File: config.mk
export PLATFORM = sky130hd
export DESIGN_NAME = pipe_stage_reg
export DESIGN_NICKNAME = d
export VERILOG_FILES = /design/src/rtl/pipe_stage_reg.sv
export SDC_FILE = /design/constraint.sdc
export NUM_CORES = 1
export LEC_CHECK = 0
export BUFFER_PORTS_ARGS = -buffer_cell sky130_fd_sc_hd__buf_2
export CAP_MARGIN = 10
export CORE_MARGIN = 4
export CORE_UTILIZATION = 51
export DETAILED_ROUTE_END_ITERATION = 8
export PLACE_DENSITY = 0.81
export REMOVE_ABC_BUFFERS = 1
export SYNTH_ARGS = -nofsm -noshare
export SYNTH_HDL_FRONTEND = slang
export SYNTH_SLANG_ARGS = --single-unit
File: constraint.sdc
create_clock -name clk -period 3.1 [get_ports clk]
set_clock_uncertainty 0.2 [all_clocks]
set_input_delay 0.31 -clock clk [delete_from_list [all_inputs] [get_ports clk]]
set_output_delay 0.31 -clock clk [all_outputs]
set_load 0.05 [all_outputs]
File: src/rtl/pipe_stage_reg.sv
// Pipeline stage register with valid/ready handshake, stall, flush and bubble insertion.
// Define PIPE_STAGE_SKID_EN to get a 2-entry elastic buffer with a registered in_ready.
module pipe_stage_reg #(
  parameter int                CTRL_W   = 3,
  parameter int                DATA_W   = 69,
  parameter logic [DATA_W-1:0] RST_DATA = '0
) (
  input  logic              clk,
  input  logic              rst,
  input  logic              flush,
  input  logic              in_valid,
  output logic              in_ready,
  input  logic [CTRL_W-1:0] in_ctrl,
  input  logic [DATA_W-1:0] in_data,
  output logic              out_valid,
  input  logic              out_ready,
  output logic [CTRL_W-1:0] out_ctrl,
  output logic [DATA_W-1:0] out_data
);

  logic              r_out_valid;
  logic [CTRL_W-1:0] r_out_ctrl;
  logic [DATA_W-1:0] r_out_data;
  logic              w_in_fire;
  logic              w_out_fire;

  assign w_in_fire  = in_valid & in_ready;
  assign w_out_fire = r_out_valid & out_ready;

  assign out_valid = r_out_valid;
  assign out_ctrl  = r_out_ctrl;
  assign out_data  = r_out_data;

`ifdef PIPE_STAGE_SKID_EN

  typedef enum logic [1:0] {
    S_EMPTY,
    S_ONE,
    S_TWO
  } state_t;

  state_t            r_state;
  logic              r_in_ready;
  logic [CTRL_W-1:0] r_skid_ctrl;
  logic [DATA_W-1:0] r_skid_data;

  // in_ready is a flop so that out_ready never reaches upstream combinationally.
  assign in_ready = r_in_ready;

  always_ff @(posedge clk or posedge rst) begin
    if (rst) begin
      r_state     <= S_EMPTY;
      r_in_ready  <= 1'b1;
      r_out_valid <= 1'b0;
      r_out_ctrl  <= '0;
      r_out_data  <= RST_DATA;
      r_skid_ctrl <= '0;
      r_skid_data <= RST_DATA;
    end else if (flush) begin
      r_state     <= S_EMPTY;
      r_in_ready  <= 1'b1;
      r_out_valid <= 1'b0;
      r_out_ctrl  <= '0;
      r_out_data  <= RST_DATA;
      r_skid_ctrl <= '0;
      r_skid_data <= RST_DATA;
    end else begin
      case (r_state)
        S_EMPTY: begin
          if (w_in_fire) begin
            r_state     <= S_ONE;
            r_out_valid <= 1'b1;
            r_out_ctrl  <= in_ctrl;
            r_out_data  <= in_data;
          end
        end
        S_ONE: begin
          if (w_in_fire && !w_out_fire) begin
            r_state     <= S_TWO;
            r_in_ready  <= 1'b0;
            r_skid_ctrl <= in_ctrl;
            r_skid_data <= in_data;
          end else if (w_out_fire && !w_in_fire) begin
            r_state     <= S_EMPTY;
            r_out_valid <= 1'b0;
            r_out_ctrl  <= '0;
          end else if (w_in_fire && w_out_fire) begin
            r_out_ctrl  <= in_ctrl;
            r_out_data  <= in_data;
          end
        end
        S_TWO: begin
          // Upstream is blocked here, so only the drain of the skid entry can occur.
          if (w_out_fire) begin
            r_state     <= S_ONE;
            r_in_ready  <= 1'b1;
            r_out_ctrl  <= r_skid_ctrl;
            r_out_data  <= r_skid_data;
          end
        end
        default: begin
          r_state     <= S_EMPTY;
          r_in_ready  <= 1'b1;
          r_out_valid <= 1'b0;
          r_out_ctrl  <= '0;
        end
      endcase
    end
  end

`else

  assign in_ready = !r_out_valid | out_ready;

  always_ff @(posedge clk or posedge rst) begin
    if (rst) begin
      r_out_valid <= 1'b0;
      r_out_ctrl  <= '0;
      r_out_data  <= RST_DATA;
    end else if (flush) begin
      r_out_valid <= 1'b0;
      r_out_ctrl  <= '0;
      r_out_data  <= RST_DATA;
    end else if (w_in_fire) begin
      r_out_valid <= 1'b1;
      r_out_ctrl  <= in_ctrl;
      r_out_data  <= in_data;
    end else if (w_out_fire) begin
      // Bubble: the payload is left as-is, only valid and control are cleared.
      r_out_valid <= 1'b0;
      r_out_ctrl  <= '0;
    end
  end

`endif

endmodule

; Yosys cells after proc, flatten, opt, wreduce, memory -nomap -nowiden
; Index checks and enable logic that the tools add are counted.
[classes]
mux = 8
bitwise_logic = 3
reduce_logical = 3
[op_table]
columns = cell, n
row1 = $mux W69, 2
row2 = $mux W3, 3
row3 = $mux W1, 3
row4 = $reduce_bool A3 Y1, 1
row5 = $and A1 B1 Y1, 2
row6 = $reduce_bool A2 Y1, 1
row7 = $logic_not A1 Y1, 1
row8 = $or A1 B1 Y1, 1
[totals]
regBits = 73
in_bits = 77
elab_cells = 17

; Logic depth before layout (Yosys ltp)
[logic_depth]
ltp_word = 5
mapped_depth = 6
ltp_nobuf = 3

; Worst setup path after synthesis
; OpenSTA, ideal clock, no wires.
[synth_path]
path_kind = flip-flop to output port
start = register r_out_valid (netlist: out_valid)
end = output in_ready
stages_incl_launch_ff = 5
t_arrival_ns = 1.226
setup_slack_ns = 1.364
n_path_buf = 3
required_ns = 2.590
cell_sequence = dfrtp_1 -> nand2b_1 -> buf_6 -> buf_12 -> buf_12
[synth_via]
elab_chain_cells = 2
[synth_lines]
columns = item, line
row1 = from (decl), 21  ; logic r_out_valid;
row2 = from (signal assigned), 117  ; r_out_valid <= 1'b0;
row3 = from (signal assigned), 121  ; r_out_valid <= 1'b0;
row4 = from (signal assigned), 125  ; r_out_valid <= 1'b1;
row5 = $logic_not A1 Y1, 113  ; assign in_ready = !r_out_valid | out_ready;
row6 = $or A1 B1 Y1, 113
row7 = to (decl), 12  ; output logic in_ready,
; Every way passes these cells.

; Worst setup path after layout
; Same ends and word-level chain as after synthesis.

==> key figures <==
Run status
  • Outcome: finished clean

Critical path
  • Crit path buf inv count: 1
  • Arrival time at the worst endpoint: 1.65 ns
  • Worst setup SP type: flip-flop
  • Crit path kind: flip-flop to output port
  • CP cell instances: nand2b_4 -> buf_2
  • Critical Path Fanout Max: 44
  • Worst Setup End Kind: output port
  • Flop-to-flop setup slack: between 1 and 1.5 ns
  • Crit-path max cell delay: 0.50 ns
  • CP max-delay cell: nand2b_4
  • Cells on worst reg2reg path: 4
  • Top delay family on crit path: simple AND/OR/NAND/NOR gates
  • Worst path depth: 2
  • CP required: 2.59 ns

STA
  • Least-Margin Pin Slew: 0.630 ns
  • Final period utilization: between 60% and 70%
  • Slew Viols, Final: 0
  • Final Hold Vio Count: 0
  • Final setup viols: 0
  • Worst rel slew slack: 58.0%
  • RSZ-0062 raised after global routing: false
  • Final min period: 2.16 ns
  • Fmax: 462 MHz

GRT
  • Vias in the first global route: 3105
  • Most Used Layer, Global Route: met2
  • Grt ovf: 0
  • Largest net degree at the start of global routing: 72
  • Met2 global-route usage: 28.7%
  • Total Routing Usage GR: 19.0%
  • Initial antenna violation count: 0
  • First-pass GRT wire length: 15.5 mm
  • Met3 usage: 3.74%
  • M1 GR Usage: between 20% and 30%

Route
  • Drt wl/cell: 16.5 µm
  • WL final: 9.54 mm
  • # DRC: 0
  • TritonRoute pass-1 iters: 4
  • Via count: between 3000 and 4000
  • Routed Antenna Nets: 0
  • Post-DR vias/cell: 5.29
  • Iteration-0 DRC Markers: between 100 and 150

Clocking
  • Clk buf depth: 2
  • Post-CTS Setup Inserts: 0
  • Htree depth: 3
  • CTS buffer count: 9
  • CTS tree: yes
  • Cts-stage hold buffer count: 10
  • CTS resizes: 0
  • Reg clk slew, reported paths: 0.07 ns
  • Root Buffer: clkbuf_8
  • Skew-Pair Late Insertion Delay: 0.33 ns
  • CTS Sinks: 73

Finish
  • Fillers: roughly 690
  • Layout cells sized above 1: 71.0%
  • Post-route insts no fill: between 500 and 600
  • Layout overhead on the synthesized area: 16.8%
  • Finished Core Util: 62.0%
  • Multi-input logic area: 2050 µm²
  • Antenna diodes: 0
  • Sequential Area: 1830 µm²
  • Final net count: 548

Die
  • Die Ht: 101 µm
  • Core area: 8300 µm²
  • Top-Level Pins: approximately 150
  • Initial Utilization: 53.1%
  • Die X: 101 µm
  • DIE AREA: between 10000 and 15000 µm²
  • Row cnt: 33

Synthesis
  • Synth area leaders: dfrtp_1, nand3_2, a21oi_2
  • Mapped Cells: approximately 330
  • Sequential share of the synthesized area: 41.5%
  • Ys flop type: dfrtp_1
  • Post-synth ARST share: 100%
  • Ys Warns: 0
  • Post-synth EDFFs: 0
  • Mean post-synth cell area: 13.3 µm²
  • Yosys cell types: 20
  • #FFs+latches synth: 73
  • Synth top cells by count: dfrtp_1, a21oi_2, nand3_2, a21bo_1, a21bo_2
  • Cell taking the most area after synthesis: dfrtp_1
  • Yosys top cell area share: 41.5%
  • Synth Cell Area: 4400 µm²
  • Most common cell in the netlist: dfrtp_1

Power and ir drop
  • Seq pwr share: 45.0%
  • Pwr Density: 446 nW/µm²
  • Sw frac: 33.0%
  • Clock share of power: 29.1%
  • Gate power share: 25.8%
  • Pint: 1.54 mW
  • VDD IR-drop max: ~0.00026 V
  • NetSw: between 0.7 and 0.8 mW
  • Leak Pwr: between 2 and 2.5 nW

Place
  • IO Port Bufs: 150
  • Global placement routability congestion: 0.746
  • Cell count after placement: 555
  • DP HPWL: 6.34 mm

Job
  • Max cap viols: 0

Worst hold path
  • Worst hold-check path type: primary input to flip-flop
  • Hold Path Stages: 3
## registers in the layout, summed over array words and instances (netlist names)
| register | count |
|---|---|
| out_data | 69 |
| out_ctrl | 3 |
| out_valid | 1 |
## stage by stage
step | TNS (ns) | cell area, µm² | total power, mW | setup WS (ns) | hold WS (ns)
after floorplan | -158.01 | 3870 | 1.42 | -2.28 | 0.166
after global routing | 0 | 5150 | 2.39 | 0.868 | 0.00608
final | 0 | 5150 | 2.29 | 0.938 | 0.0181
after global placement | 0 | 4880 | 1.62 | 1.19 | -0.0422
after detailed placement | 0 | 4880 | 1.64 | 1.13 | -0.0378
after CTS | 0 | 5150 | 2.33 | 0.915 | 0.00102
## power groups by stage
stage / registers [mW] / clock network, mW / logic [mW]
2_1_floorplan: 1.23 / 0 / 0.187
3_3_place_gp: 1.05 / 0 / 0.576
3_5_place_dp: 1.05 / 0 / 0.588
4_1_cts: 1.03 / 0.697 / 0.598
5_1_grt: 1.04 / 0.724 / 0.630
6_report: 1.03 / 0.668 / 0.592
## area by class of cell
type	count	area share (%)
clock buffers	13	3.28
inverters	2	0.146
multi-input cells	216	39.8
flip-flops and latches	73	35.5
well taps	105	2.55
repair buffers	169	18.7
## path summary, 6_finish.rpt
check,to,start
max,in_ready,out_valid$_DFFE_PP0P_
min,out_data[7]$_DFFE_PP0P_,in_data[7]
max reg2reg,out_data[68]$_DFFE_PP0P_,out_valid$_DFFE_PP0P_
min reg2reg,out_ctrl[0]$_DFFE_PP0P_,out_ctrl[0]$_DFFE_PP0P_
max in group asynchronous,out_data[0]$_DFFE_PP0P_,rst
min in group asynchronous,out_data[67]$_DFFE_PP0P_,rst
## logic make-up after synthesis
family / after synthesis / synth area share, %
flops: 73 / 41.5
buf+inv: 42 / 12.2
simple gates: 73 / 16.0
compound gates: 142 / 30.1
mux: 1 / 0.227
## per-layer routing
layer  vias to the layer above  part of all wire (%)
met5                         -                     0
met4                         0                   1.6
met3                        17                   6.9
met2                       103                    46
met1                      1480                    46
li1                       1459                     -
## cells in the final DEF (no fill, tap or decap), drive strengths merged
cell type,instances
a32oi,3
a21oi,70
clkbuf,13
buf,159
dfrtp,73
nand3,69
inv,2
nand2b,1
a21bo,69
nor2,3
mux2i,1
dlygate4sd3,10
## worst min-delay path: stages
cell	delay, ns
buf_2	0.10
nand3_2	0.06
a21oi_2	0.04
(Power assumes the default switching activity.)
